$ cat config.mk
export PLATFORM = sky130hd
export DESIGN_NAME = aig_seq_eval
export DESIGN_NICKNAME = d
export VERILOG_FILES = /design/src/rtl/aig_seq_eval.sv
export SDC_FILE = /design/constraint.sdc
export NUM_CORES = 1
export LEC_CHECK = 0
export BUFFER_PORTS_ARGS = -buffer_cell sky130_fd_sc_hd__clkbuf_2
export CORE_ASPECT_RATIO = 0.5
export CORE_UTILIZATION = 35
export DETAILED_ROUTE_END_ITERATION = 8
export GPL_TIMING_DRIVEN = 0
export PLACE_DENSITY = 0.54
export SLEW_MARGIN = 20
export SYNTH_ARGS = -nofsm -noshare
export SYNTH_HDL_FRONTEND = slang
export SYNTH_SLANG_ARGS = --single-unit
$ cat constraint.sdc
create_clock -name clk -period 4 [get_ports clk]
set_input_delay 0.6 -clock clk [delete_from_list [all_inputs] [get_ports clk]]
set_output_delay 0.6 -clock clk [all_outputs]
set_load 0.05 [all_outputs]
$ cat src/rtl/aig_seq_eval.sv
// aig_seq_eval: sequential And-Inverter-Graph evaluator.
// Holds a runtime-loaded AIG of up to MAX_NODES two-input AND nodes with complemented edges.
// It evaluates one node per clock, either for one input vector (mode 0) or as a full
// truth-table sweep over all 2^NUM_IN input patterns (mode 1).
//
// Ports:
//   clk, rst            clock (rising edge), synchronous active-high reset
//   cfg_op/cfg_we       config op: 0 write node, 1 write output literal, 2 write count, 3 nop
//   cfg_addr            node index for op 0
//   cfg_lit0/cfg_lit1   fanin literals (op 0); output literal (op 1); node count (op 2)
//   start, mode, x      start request, 0 single vector / 1 sweep, input vector (mode 0)
//   busy, done          evaluation in progress, one-cycle completion pulse
//   y, tt               function result, truth table (bit p = result for pattern p)
module aig_seq_eval #(
  parameter int unsigned NUM_IN    = 4,
  parameter int unsigned MAX_NODES = 16,
  localparam int unsigned NV = 1 + NUM_IN + MAX_NODES,
  localparam int unsigned LW = $clog2(2 * NV),
  localparam int unsigned AW = (MAX_NODES > 1) ? $clog2(MAX_NODES) : 1,
  localparam int unsigned NP = 1 << NUM_IN
) (
  input  logic              clk,
  input  logic              rst,
  input  logic [1:0]        cfg_op,
  input  logic              cfg_we,
  input  logic [AW-1:0]     cfg_addr,
  input  logic [LW-1:0]     cfg_lit0,
  input  logic [LW-1:0]     cfg_lit1,
  input  logic              start,
  input  logic              mode,
  input  logic [NUM_IN-1:0] x,
  output logic              busy,
  output logic              done,
  output logic              y,
  output logic [NP-1:0]     tt
);

  localparam int unsigned CW = $clog2(MAX_NODES + 1);
  localparam int unsigned VW = LW - 1;

  typedef enum logic [1:0] {StIdle, StLoad, StEval, StOut} state_e;

  state_e              state_q, state_d;
  logic [LW-1:0]       lit0_q [MAX_NODES];
  logic [LW-1:0]       lit0_d [MAX_NODES];
  logic [LW-1:0]       lit1_q [MAX_NODES];
  logic [LW-1:0]       lit1_d [MAX_NODES];
  logic [LW-1:0]       out_lit_q, out_lit_d;
  logic [CW-1:0]       n_q, n_d;
  logic [MAX_NODES-1:0] node_val_q, node_val_d;
  logic [NUM_IN-1:0]   in_q, in_d;
  logic [NUM_IN-1:0]   x_q, x_d;
  logic [NUM_IN-1:0]   pat_q, pat_d;
  logic                mode_q, mode_d;
  logic [AW-1:0]       ptr_q, ptr_d;
  logic                done_q, done_d;
  logic                y_q, y_d;
  logic [NP-1:0]       tt_q, tt_d;

  logic [NV-1:0]       var_val;
  logic                cfg_ok;
  logic                last_node;
  logic                out_res;

  // Variable value vector in literal order: const 0, inputs, then nodes.
  assign var_val = {node_val_q, in_q, 1'b0};

  // Vars beyond NV yield 0 regardless of the complement bit.
  function automatic logic lit_val(input logic [LW-1:0] lit, input logic [NV-1:0] vals);
    logic r;
    r = 1'b0;
    for (int unsigned v = 0; v < NV; v++) begin
      if (lit[LW-1:1] == VW'(v)) r = vals[v] ^ lit[0];
    end
    return r;
  endfunction

  assign cfg_ok    = cfg_we && (state_q == StIdle) && !done_q;
  assign last_node = (ptr_q == AW'(n_q - CW'(1)));
  assign out_res   = lit_val(out_lit_q, var_val);

  // State register.
  always_ff @(posedge clk) begin
    if (rst) state_q <= StIdle;
    else     state_q <= state_d;
  end

  // Next-state logic.
  always_comb begin
    state_d = state_q;
    unique case (state_q)
      StIdle: if (start) state_d = StLoad;
      StLoad: state_d = (n_q == '0) ? StOut : StEval;
      StEval: if (last_node) state_d = StOut;
      StOut:  state_d = (mode_q && (pat_q != '1)) ? StLoad : StIdle;
      default: state_d = StIdle;
    endcase
  end

  // Outputs.
  always_comb begin
    busy = (state_q != StIdle);
    done = done_q;
    y    = y_q;
    tt   = tt_q;
  end

  // Datapath and program storage next-state.
  always_comb begin
    lit0_d     = lit0_q;
    lit1_d     = lit1_q;
    out_lit_d  = out_lit_q;
    n_d        = n_q;
    node_val_d = node_val_q;
    in_d       = in_q;
    x_d        = x_q;
    pat_d      = pat_q;
    mode_d     = mode_q;
    ptr_d      = ptr_q;
    done_d     = 1'b0;
    y_d        = y_q;
    tt_d       = tt_q;

    if (cfg_ok) begin
      unique case (cfg_op)
        2'd0: begin
          if (32'(cfg_addr) < MAX_NODES) begin
            lit0_d[cfg_addr] = cfg_lit0;
            lit1_d[cfg_addr] = cfg_lit1;
          end
        end
        2'd1: out_lit_d = cfg_lit0;
        2'd2: n_d = (32'(cfg_lit0) > MAX_NODES) ? CW'(MAX_NODES) : CW'(cfg_lit0);
        default: ;
      endcase
    end

    unique case (state_q)
      StIdle: begin
        if (start) begin
          mode_d = mode;
          x_d    = x;
          pat_d  = '0;
        end
      end
      StLoad: begin
        // Clearing node values makes forward and self references read 0.
        node_val_d = '0;
        in_d       = mode_q ? pat_q : x_q;
        ptr_d      = '0;
      end
      StEval: begin
        node_val_d[ptr_q] = lit_val(lit0_q[ptr_q], var_val) & lit_val(lit1_q[ptr_q], var_val);
        ptr_d             = ptr_q + AW'(1);
      end
      StOut: begin
        if (!mode_q) begin
          y_d    = out_res;
          done_d = 1'b1;
        end else begin
          tt_d[pat_q] = out_res;
          if (pat_q != '1) begin
            pat_d = pat_q + NUM_IN'(1);
          end else begin
            y_d    = out_res;
            done_d = 1'b1;
          end
        end
      end
      default: ;
    endcase
  end

  always_ff @(posedge clk) begin
    if (rst) begin
      lit0_q     <= '{default: '0};
      lit1_q     <= '{default: '0};
      out_lit_q  <= '0;
      n_q        <= '0;
      node_val_q <= '0;
      in_q       <= '0;
      x_q        <= '0;
      pat_q      <= '0;
      mode_q     <= 1'b0;
      ptr_q      <= '0;
      done_q     <= 1'b0;
      y_q        <= 1'b0;
      tt_q       <= '0;
    end else begin
      lit0_q     <= lit0_d;
      lit1_q     <= lit1_d;
      out_lit_q  <= out_lit_d;
      n_q        <= n_d;
      node_val_q <= node_val_d;
      in_q       <= in_d;
      x_q        <= x_d;
      pat_q      <= pat_d;
      mode_q     <= mode_d;
      ptr_q      <= ptr_d;
      done_q     <= done_d;
      y_q        <= y_d;
      tt_q       <= tt_d;
    end
  end

endmodule

== Word-level counts from Yosys, hierarchy flattened ==
Cells that the tools add are included.

* Bits in registers: 256
* Input port bits: 27
* Output and inout bits: 19
* Word-level logic and storage cells: 314

* Add/subtract/negate cells: 3
* Magnitude comparators: 8
* Equal/unequal tests: 72
* Multiplexer cells: 98
* Bitwise gates (word level): 64
* Reductions and logical operators: 25

{| class="wikitable"
|+ Operators by type and width
! kind !! number
|-
| 96-bit bitwise mux || 2
|-
| 5-bit by 4-bit == test with 1-bit output, second input constant || 24
|-
| 5-bit == test, second input constant || 15
|-
| 1-bit two-way mux || 73
|-
| 5-bit by 3-bit == test with 1-bit output, second input constant || 12
|-
| 1-bit bitwise XOR || 60
|-
| 6-bit binary-select mux with 4-bit select || 2
|-
| 16-bit bitwise mux || 2
|-
| 16-bit one-hot mux with 2 select lines || 1
|-
| 5-bit by 2-bit == test with 1-bit output, second input constant || 6
|-
| 6-bit two-way mux || 5
|-
| 6-bit demux with 4-bit select || 1
|-
| 5-bit zero test || 4
|-
| 4-bit two-way mux || 4
|-
| 4-bit one-hot mux with 2 select lines || 2
|-
| 5-bit by 1-bit == test with 1-bit output, second input constant || 3
|-
| 2-bit AND reduction || 7
|-
| 5-bit greater-or-equal comparator, second input constant || 2
|-
| 4-bit by 5-bit < comparator with 1-bit output, second input constant || 2
|-
| 2-bit inequality test, second input constant || 5
|-
| 4-bit NOT with 5-bit output || 2
|-
| 4-bit by 1-bit adder with 4-bit output, second input constant || 2
|-
| 1-bit demux with 4-bit select || 2
|-
| 4-bit by 1-bit greater-or-equal comparator with 1-bit output, second input constant || 2
|-
| other kinds (18) || 30
|}

== Logic depth before layout (Yosys ltp) ==
Gate-level depths: netlist (run 1).

* Word-level depth: 30
* Depth in mapped cells: 15

== Worst setup path after synthesis (run 1) ==
No wires, ideal clock.

* Path kind: reg2reg
* Start point: register ptr_q[1]
* End point: register node_val_q[10]
* Setup time: 0.120 ns
* Arrival: 3.196 ns
* Slack: 0.685 ns
* Stages on the path, launching flop included: 11
* Buffers on the path: 2
* Clock period less this slack: 3.315 ns
* Path through: dfxtp_1 -> buf_1 -> mux4_2 -> mux4_2 -> or3_1 -> a31o_2 -> o22ai_1 -> a2111oi_2 -> o311ai_4 -> buf_6 -> o31ai_2

* Cells in the longest elaborated chain, start to end: 30
* Elaborated cells between the ends (all ways): 141

{| class="wikitable"
|+ RTL lines
! element !! line !! RTL
|-
| start, declared || 55 || <nowiki>logic [AW-1:0] ptr_q, ptr_d;</nowiki>
|-
| start signal, assigned || 199 || <nowiki>ptr_q <= ptr_d;</nowiki>
|-
| 4-bit NOT with 5-bit output (implied by the code) || 153 || <nowiki>node_val_d[ptr_q] = lit_val(lit0_q[ptr_q], var_val) & lit_val(lit1_q[ptr_q], var_val);</nowiki>
|-
| 6-bit binary-select mux with 4-bit select || 153 ||
|-
| 6-bit two-way mux (implied by the code) (2 in a row) || 153 ||
|-
| 5-bit zero test || 73 || <nowiki>if (lit[LW-1:1] == VW'(v)) r = vals[v] ^ lit[0];</nowiki>
|-
| 1-bit two-way mux (21 in a row) || 73 ||
|-
| 1-bit two-way mux || 138 || <nowiki>unique case (state_q)</nowiki>
|-
| 1-bit AND || 153 ||
|-
| 16-bit bitwise mux (*) || 153 ||
|-
| 16-bit one-hot mux with 2 select lines (*) || 138 ||
|-
| end signal, assigned || 194 || <nowiki>node_val_q <= node_val_d;</nowiki>
|-
| end, declared || 50 || <nowiki>logic [MAX_NODES-1:0] node_val_q, node_val_d;</nowiki>
|}

Every way passes the cells marked *; elsewhere a longest branch is shown, timed or not. The select of a mux whose other input is x is not followed.
A chain may end at the register's enable or synchronous reset.

== Worst setup path in the final report (run 1) ==
* Start point: register ptr_q[1]
* End point: register node_val_q[5]

Same word-level chain as after synthesis.

==> summary.txt, run 1 <==
Yosys
  • Ys Warns: 0
  • Area leader, netlist: dfxtp_1
  • Post-Syn Area: 13200 µm²
  • Cell count after synthesis: 1367
  • Commonest cells post-synth: 256 x dfxtp_1, 246 x nor2_1, 233 x mux2i_1, 74 x nand2_1
  • Distinct cell type count after synthesis: 75
  • Area contributors post-synth: dfxtp_1 39%, mux2i_1 18%, mux4_2 8.9%, nor2_1 7.0%, nand3_1 2.4%
  • Net Count, Synth: 1407
  • Asr flop ratio synth: 0
  • Top_reg_cell synth: dfxtp_1
  • EDFF count, synth: 0
  • Sequential fraction of the synthesis area: 0.388
  • Synth Register Bits: between 200 and 300
  • Share of the synthesized area in the top cell type: 0.388
  • Most frequent cell after synthesis: dfxtp_1
  • Avg Cell Area, Syn: 9.65 µm²

Die
  • Core box area: 36500 µm²
  • DIE WIDTH: 277 µm
  • Starting Density: 0.361
  • Cell row count: 49
  • Io pins: 46
  • DIE AREA: 38500 µm²
  • Die H: 139 µm

Timing
  • # setup viols final: 0
  • Min Tclk post-route: 3860 ps
  • Max-slew violation count: 0
  • Relative slew slack: 0.193
  • RSZ-0062 raised after global routing: false
  • Slew @ Worst Pin: ~1200 ps
  • Endpoints failing hold: 0
  • Worst Skew: ~16 ps
  • Sum Neg Setup Slack: 0 ps
  • Tcrit/Tclk final: 0.966
  • Hold Slack: 300 ps
  • Fmax: 259 MHz

Global route
  • Vias in the first global route: 10639
  • Initial antenna violation count: 1
  • Largest net degree at the start of global routing: 15
  • Grt total ovfl: 0
  • Global-route wire length before repair: about 64 mm
  • GRT Total Usage: 0.213

Hold path
  • WHS Path Cells: 3
  • Hold Path Origin: x[3]
  • Hold Crit Endpoint: x_q[3]$_SDFFE_PP0P_
  • Hold Crit Class: in -> reg

Power
  • Part of the power in registers: 0.451
  • Switching Power: 1690 µW
  • Int Pwr: 4250 µW
  • Total power: 5940 µW
  • Peak supply drop: a little under 0.0003 V
  • Net Sw Frac: 0.284
  • Combinational power share: 0.135
  • PwrDens: 396 nW/µm²
  • Clock power frac: 0.414
  • Pleak: 0.00609 µW

Routing
  • Routed vias: 10712
  • Via-per-instance ratio: 5.52
  • Antenna-violating nets left: 0
  • DRC viols: 0
  • Final WL: 41.5 mm
  • DRT iter0 DRCs: 949
  • WL per Instance: between 20 and 25 µm
  • TritonRoute pass-1 iters: 7

Clock tree
  • Maximum clock path buffer count: 3
  • Worst skew pair latency: around 560 ps
  • Hold-fix buffers at CTS: 0
  • Clock sinks: 256
  • TritonCTS clock tree: yes
  • Clk slew on worst S/H paths: 70 ps
  • Total CTS buffers: 25
  • Clock Root Buffer: clkbuf_16
  • H-tree Lvls: 1

Run
  • Max-Cap Viols: 0

Final layout
  • Utilization after layout: 0.410
  • Share of post-route cells with drive strength above 1: 0.146
  • Area grow syn2layout: 13.6%
  • Register area: 5130 µm²
  • Layout Cells excl Fill: 1939
  • Fillcell total: roughly 3600
  • Nets@finish: 1476
  • Multi-input logic area: between 7000 and 8000 µm²

Setup path
  • Critical Path End Type: flop
  • RR Endpoint: node_val_q[5]$_SDFFE_PP0P_
  • Worst-path cell chain: buf_4 > buf_2 > buf_4 > mux4_2 > nand2_1 > a21oi_1 > a221oi_1 > mux2i_1 > a311o_1 > a32oi_2 > o21ai_4 > buf_6 > o31ai_2
  • WP buf/inv: 4
  • Worst R2R Path Depth: 13
  • Worst R2R Start: ptr_q[1]$_SDFFE_PP0P_
  • Reg2reg setup slack: 140 ps
  • Worst path arrival time: between 4000 and 5000 ps
  • Crit path launch type: flop
  • Critical path peak fanout: 10
  • Worst Path Required: 4460 ps
  • Crit path top cell by count: buf_4
  • CP top delay family: compound AO/OA/AOI/OAI gates
  • Crit path kind: reg -> reg
  • Slowest library cell on the worst path: dfxtp_2
  • Slowest stage delay, CP: 490 ps

Placed design
  • Port Buffer Count: 38
  • Inst Count DP: about 1900
  • DPL Wire Length: about 30 mm
  • GPL Wtd Cong: about 0.9

Outcome
  • Status: completed
## power groups by stage
| stage | Sequential, µW | Combinational (µW) | Clock, µW |
|---|---|---|---|
| 6_report | 2680 | 798 | 2460 |
| 5_1_grt | 2680 | 870 | 2600 |
| 4_1_cts | 2680 | 793 | 2500 |
| 3_5_place_dp | 2730 | 789 | 0 |
| 3_3_place_gp | 2730 | 775 | 0 |
| 2_1_floorplan | 2700 | 559 | 0 |
## through the flow
stage	worst slack, ps	cell area [µm²]
after detailed placement	-552	14000
after global placement	-729	14000
after global routing	1.23	15000
after floorplan	685	13200
after CTS	53.2	14900
final	137	15000
## per-layer routing
metal | GRT usage | wire length [µm]
met1 | 0.302 | 20300
met2 | 0.342 | 18600
met3 | 0.0254 | 1740
met4 | 0.0556 | 965
met5 | 0 | 0
## state kept, by name, indices dropped and copies added (netlist names)
register and count:
out_lit_q 6, x_q 4, state_q 2, pat_q 4, n_q 5, lit1_q 96, y 1, ptr_q 4
done 1, tt 16, mode_q 1, lit0_q 96, node_val_q 16, in_q 4
## cell families (layout without fill, tap and decap cells)
| kind of cell | count (synthesis) | count (layout) | synth area share |
|---|---|---|---|
| AO/OA/AOI/OAI | 163 | 163 | 0.0936 |
| adder cells (fa/ha/maj) | 13 | 13 | 0.0123 |
| flip-flops | 256 | 256 | 0.388 |
| multiplexers | 302 | 302 | 0.282 |
| AND/OR/NAND/NOR | 462 | 462 | 0.153 |
| XOR/XNOR | 41 | 41 | 0.0272 |
| buffers and inverters | 130 | 217 | 0.0432 |
| other | 0 | 1 | 0 |
## what timing repair did
action                                 4_1_cts  5_1_grt
endpoints found under the hold margin        0        0
buffers inserted                             2        2
setup endpoints to repair                   16       16
resized for setup                           11       11
pin swaps                                    0        4
## worst max path at each step
| stage | start | to | slack, ps | cells after the start |
|---|---|---|---|---|
| floorplan | ptr_q[1]$_SDFFE_PP0P_ | node_val_q[10]$_SDFFE_PP0P_ | 680 | 10 |
| global placement | ptr_q[1]$_SDFFE_PP0P_ | node_val_q[11]$_SDFFE_PP0P_ | -730 | 11 |
| detailed placement | ptr_q[1]$_SDFFE_PP0P_ | node_val_q[5]$_SDFFE_PP0P_ | -550 | 12 |
| CTS | ptr_q[3]$_SDFFE_PP0P_ | node_val_q[5]$_SDFFE_PP0P_ | 50 | 13 |
| global route | ptr_q[1]$_SDFFE_PP0P_ | node_val_q[11]$_SDFFE_PP0P_ | 1 | 13 |
| finish | ptr_q[1]$_SDFFE_PP0P_ | node_val_q[5]$_SDFFE_PP0P_ | 140 | 13 |
## final cells by class
cell class              instances  share of cell area
plain buffers                 109              0.0344
flip-flops and latches        256               0.342
clock inverters                 7             0.00518
well taps                     484              0.0404
multi-input cells             981               0.506
repair buffers                 43              0.0159
inverters                      20             0.00501
diodes                          1            0.000167
clock buffers                  38              0.0510
## cells in the final DEF (no fill, tap or decap), types with 13 or more instances in the layout
| master | instances |
|---|---|
| a21oi_1 | 42 |
| buf_1 | 18 |
| clkbuf_1 | 66 |
| clkbuf_16 | 25 |
| clkbuf_2 | 40 |
| dfxtp_1 | 255 |
| ha_1 | 13 |
| inv_1 | 18 |
| mux2i_1 | 231 |
| mux4_2 | 52 |
| nand2_1 | 74 |
| nand3_1 | 64 |
| nor2_1 | 244 |
| nor2b_1 | 13 |
| nor3_1 | 16 |
| o21ai_0 | 20 |
| xnor2_1 | 33 |
## worst reg2reg max path: stages (launching register included)
cell and delay (ps):
dfxtp_2 490, buf_4 320, buf_2 360, buf_4 310, mux4_2 360, nand2_1 80, a21oi_1 70, a221oi_1 390
mux2i_1 150, a311o_1 380, a32oi_2 300, o21ai_4 140, buf_6 190, o31ai_2 220
(Power assumes the default switching activity.)
==> run 2: changes to the inputs <==
- CORE_ASPECT_RATIO: 0.5 -> 1.4
==> run 2 against run 1 <==
  * First-iteration DRC count down 18%
  * Clock-buffer cell count down 1
  * The run now ends with design-rule violations left
  * Global-route usage about the same
  * Clock power up 3%
  * Worst hold slack worse by 37 ps
==> summary.txt, run 2 (synthesis gave the netlist of run 1 again) <==
Power
  • Net Sw Frac: 0.284
  • Switching Power: 1710 µW
  • Int Pwr: about 4300 µW
  • Clock power frac: 0.421
  • Peak supply drop: 0.000353 V
  • Total power: between 6000 and 7000 µW
  • Combinational power share: 0.133
  • Part of the power in registers: 0.446
  • PwrDens: about 400 nW/µm²
  • Pleak: 0.00609 µW

Global route
  • GR peak layer: met2
  • Grt total ovfl: 0
  • Initial antenna violation count: 0
  • GRT met1 Usage: 0.241
  • Global-route wire length before repair: 62.1 mm
  • Met2 usage in global routing: 0.391
  • Largest net degree at the start of global routing: 15
  • GRT Total Usage: 0.212
  • Vias in the first global route: 10325
  • Grt met3 use: 0.0274

Clock tree
  • TritonCTS clock tree: yes
  • Clk slew on worst S/H paths: 60 ps
  • H-tree Lvls: 1
  • Clock Root Buffer: clkbuf_16
  • Total CTS buffers: 27
  • Clock sinks: 256
  • Worst skew pair latency: 570 ps
  • Maximum clock path buffer count: 3
  • Hold-fix buffers at CTS: 0

Setup path
  • Worst path arrival time: approximately 4300 ps
  • Worst Path Required: 4480 ps
  • Crit path top cell by count: buf_4
  • Slowest library cell on the worst path: dfxtp_2
  • Critical path peak fanout: 10
  • Worst-path cell chain: buf_4 > clkbuf_4 > buf_4 > mux4_2 > a22o_1 > a221oi_4 > buf_12 > nand3_1 > or3_1 > a32oi_1 > o21ai_2 > buf_6 > o31ai_2
  • Crit path launch type: flop
  • Crit path kind: reg -> reg
  • Slowest stage delay, CP: 500 ps
  • Critical Path End Type: flop

Routing
  • WL per Instance: 21.3 µm
  • Antenna-violating nets left: 0
  • Routed vias: 10485
  • TritonRoute pass-1 iters: 9
  • Final WL: 41.0 mm
  • DRT iter0 DRCs: 777
  • DRC viols: 7
  • Via-per-instance ratio: 5.45

Die
  • Starting Density: 0.358
  • DIE AREA: 38500 µm²
  • Io pins: 46
  • Die H: between 200 and 250 µm
  • DIE WIDTH: about 170 µm
  • Cell row count: 83
  • Core box area: 36900 µm²

Timing
  • Min Tclk post-route: 3840 ps
  • Max-slew violation count: 0
  • Tcrit/Tclk final: 0.960
  • Sum Neg Setup Slack: 0 ps
  • # setup viols final: 0
  • Slew @ Worst Pin: 1150 ps
  • Fmax: 260 MHz
  • Worst setup margin: 161 ps
  • Relative slew slack: 0.234
  • Worst Skew: 16.0 ps
  • Endpoints failing hold: 0

Final layout
  • # diodes: 0
  • Share of post-route cells with drive strength above 1: 0.147
  • Layout Cells excl Fill: 1923
  • Area grow syn2layout: 13.4%
  • Fillcell total: 3576
  • Nets@finish: 1475
  • Cell area after layout: about 15000 µm²
  • Commonest non-fill, non-tap cell in the layout: dfxtp_1
  • Biggest regs: lit0_q (96), lit1_q (96)
  • Commonest cells after routing, fill and taps aside: 255 x dfxtp_1, 244 x nor2_1, 228 x mux2i_1, 74 x nand2_1, 65 x clkbuf_1

Outcome
  • Status: finished with violations
  • Failing checks: design-rule violations

Placed design
  • Port Buffer Count: 38
  • GPL Wtd Cong: 0.892
  • Pre-CTS setup slack: -662 ps
  • Placed Instance Area: ~14000 µm²
  • DPL Wire Length: 29.5 mm
  • Inst Count DP: 1872

Run
  • Max-Cap Viols: 0

Hold path
  • Hold Crit Class: in -> reg
## run 2: changes by cell type in the layout (fill, tap and decap cells not counted), sizes merged
| cell | delta |
|---|---|
| clkdlybuf4s15 | +1 |
| buf | -5 |
| diode | -1 |
| clkinv | +5 |
| clkinvlp | +1 |
## run 2: cell type report
type | count | area [µm²] | area share
buffer | 109 | 520 | 0.0348
tap | 467 | 584 | 0.0391
clock inverter | 13 | 110 | 0.00736
sequential | 256 | 5130 | 0.343
timing repair buffer | 40 | 218 | 0.0145
clock buffer | 37 | 783 | 0.0523
multi-input combinational | 981 | 7550 | 0.504
inverter | 20 | 75.1 | 0.00502
## run 2: what timing repair did
action,in CTS,in global routing
setup buffers,2,0
resized for setup,6,16
setup endpoints to repair,16,17
## run 2: worst paths after layout
check / depth (start not counted) / slack (ps) / start / to
setup / recovery: 13 / 160 / ptr_q[1]$_SDFFE_PP0P_ / node_val_q[8]$_SDFFE_PP0P_
hold / removal: 3 / 260 / x[2] / x_q[2]$_SDFFE_PP0P_
setup reg to reg: 13 / 160 / ptr_q[1]$_SDFFE_PP0P_ / node_val_q[8]$_SDFFE_PP0P_
hold reg to reg: 2 / 470 / x_q[3]$_SDFFE_PP0P_ / x_q[3]$_SDFFE_PP0P_
## run 2: power groups by stage
stage / Combinational [µW] / Clock [µW] / Sequential (µW)
after CTS: 797 / 2590 / 2680
after detailed placement: 794 / 0 / 2730
after global routing: 876 / 2680 / 2680
final: 799 / 2530 / 2680
after floorplan: 559 / 0 / 2700
after global placement: 786 / 0 / 2730
## run 2: worst max-delay path, delay by kind of cell (launching register included)
kind	cells	cell delay (ps)
AOI/OAI and AO/OA	5	1130
muxes	1	340
DFF	1	500
buffers and inverters	5	1300
and+or+nand+nor	2	460
## run 2: stage by stage
| step | util | hold WS (ps) |
|---|---|---|
| 6_report | 0.406 | 263 |
| 5_1_grt | 0.406 | 276 |
| 4_1_cts | 0.405 | 245 |
| 3_5_place_dp | 0.379 | 459 |
| 3_3_place_gp | 0.379 | 453 |
| 2_1_floorplan | - | 436 |
## run 2: metal layers
| layer | routed length, µm | up-vias |
|---|---|---|
| met2 | 20900 | 262 |
| met4 | 1780 | 0 |
| met5 | 0 | - |
| met1 | 16600 | 5109 |
| li1 | - | 5023 |
| met3 | 1670 | 91 |
==> run 3: changes to the inputs <==
- CORE_ASPECT_RATIO: 1.4 -> default
==> run 3 against run 2 <==
  * The run now ends clean
  * Fmax about the same
  * Routed wire length decreased by 1.7%
  * Critical path depth decreased by 1
  * Sequential power about the same
  * Clock-buffer cell count increased by 6
  * Worst hold slack improved by 15 ps
  * Total power increased by 2.7%
==> summary.txt, run 3 (synthesis gave the netlist of run 1 again) <==
Setup path
  • Critical path peak fanout: 10
  • Crit path kind: reg -> reg
  • Critical Path End Type: flop
  • Crit path launch type: flop
  • Worst Path Required: 4440 ps
  • Worst path arrival time: between 4000 and 5000 ps

Die
  • Cell row count: 70
  • DIE AREA: slightly below 40000 µm²
  • DIE WIDTH: 196 µm
  • Io pins: 46
  • Core box area: about 37000 µm²
  • Starting Density: 0.358
  • Die H: 196 µm

Routing
  • Antenna-violating nets left: 0
  • DRT iter0 DRCs: 664
  • WL per Instance: between 20 and 25 µm
  • DRC viols: 0
  • Routed vias: roughly 11000
  • TritonRoute pass-1 iters: 5
  • Final WL: 40.3 mm
  • Via-per-instance ratio: 5.36

Clock tree
  • Clock Root Buffer: clkbuf_16
  • Total CTS buffers: 29
  • Clock sinks: 256
  • Worst skew pair latency: 560 ps
  • TritonCTS clock tree: yes
  • H-tree Lvls: 1
  • Clk slew on worst S/H paths: around 60 ps
  • Maximum clock path buffer count: 3

Timing
  • # setup viols final: 0
  • Hold Slack: roughly 280 ps
  • Fmax: around 260 MHz
  • Sum Neg Setup Slack: 0 ps
  • Max-slew violation count: 0
  • Slew @ Worst Pin: 1140 ps
  • Tcrit/Tclk final: 0.960
  • Worst Skew: between 10 and 15 ps
  • Endpoints failing hold: 0
  • Relative slew slack: 0.238
  • Min Tclk post-route: just under 4000 ps
  • Worst setup margin: 159 ps
  • RSZ-0062 raised after global routing: false

Power
  • PwrDens: 408 nW/µm²
  • Peak supply drop: approximately 0.00029 V
  • Total power: 6170 µW
  • Pleak: around 0.0061 µW

Placed design
  • Inst Count DP: ~1900
  • DPL Wire Length: 28.5 mm
  • Pre-CTS setup slack: -551 ps
  • GPL Wtd Cong: 0.857
  • Port Buffer Count: 38

Global route
  • Grt total ovfl: 0
  • GRT Total Usage: 0.209
  • Vias in the first global route: 10182
  • Global-route wire length before repair: between 60 and 70 mm
  • Largest net degree at the start of global routing: 16
  • Initial antenna violation count: 0

Final layout
  • Share of post-route cells with drive strength above 1: 0.149
  • Layout Cells excl Fill: 1963
  • Commonest non-fill, non-tap cell in the layout: dfxtp_1
  • Fillcell total: 3653
  • # diodes: 0
  • Nets@finish: between 1000 and 1500
  • Commonest cells after routing, fill and taps aside: 255 x dfxtp_1, 245 x nor2_1, 229 x mux2i_1, 74 x nand2_1, 68 x clkbuf_1
  • Area grow syn2layout: 14.6%
  • Biggest regs: lit0_q (96), lit1_q (96)

Run
  • Max-Cap Viols: 0

Hold path
  • Hold Crit Class: in -> reg

Outcome
  • Status: completed
-- run 3: changes by cell type in the layout (fill, tap and decap cells not counted), moves of 2 or more --
cell / delta
clkinv_4: -3
clkinvlp_4: -2
mux2i_2: -2
clkbuf_2: +2
clkbuf_16: +2
clkbuf_1: +3
-- run 3: final cells by class --
type | instances | area (µm²) | share of cell area
buffer | 109 | 515 | 0.0341
clock buffer | 43 | 858 | 0.0568
clock inverter | 10 | 119 | 0.00786
inverter | 20 | 75.1 | 0.00496
multi-input combinational | 981 | 7580 | 0.501
sequential | 256 | 5130 | 0.339
tap | 504 | 631 | 0.0417
timing repair buffer | 40 | 218 | 0.0144
-- run 3: worst paths after layout --
path                               from                     endpoint  slack (ps)  cells past startpoint
setup / recovery  ptr_q[0]$_SDFFE_PP0P_  node_val_q[10]$_SDFFE_PP0P_         160                     12
hold / removal                     x[2]          x_q[2]$_SDFFE_PP0P_         280                      3
setup reg to reg  ptr_q[0]$_SDFFE_PP0P_  node_val_q[10]$_SDFFE_PP0P_         160                     12
hold reg to reg     x_q[0]$_SDFFE_PP0P_          x_q[0]$_SDFFE_PP0P_         460                      2
-- run 3: worst max-delay path, stage by stage (launching register included) --
cell,delay (ps)
dfxtp_1,390
buf_6,200
buf_6,230
buf_6,210
mux4_2,530
a221oi_2,640
nand2_1,250
or3_1,450
o221ai_1,190
o21ai_1,130
o311ai_4,160
buf_6,230
o31ai_2,90
-- run 3: power by group --
part | total, µW | internal (µW) | switching [µW]
combinational | 795 | 255 | 539
sequential | 2670 | 2610 | 65.4
clock | 2710 | 1610 | 1090
total | 6170 | 4480 | 1700
-- run 3: repair_timing --
action,4_1_cts,5_1_grt
setup buffers,2,0
pin swaps,0,0
hold endpoints to repair,0,0
setup endpoints to repair,16,26
hold buffers,0,0
gates resized for setup,5,21
-- run 3: per-layer routing --
metal | vias up | global-route usage | share of wire
li1 | 5017 | - | -
met3 | 44 | 0.0215 | 0.041
met4 | 0 | 0.0498 | 0.019
met5 | - | 0 | 0
met1 | 5196 | 0.290 | 0.47
met2 | 266 | 0.349 | 0.47
-- run 3: per-stage QoR --
step,cell area (µm²),util
after floorplan,13200,-
after global placement,14000,0.380
after detailed placement,14000,0.380
after CTS,15000,0.408
after global routing,15100,0.410
final,15100,0.410
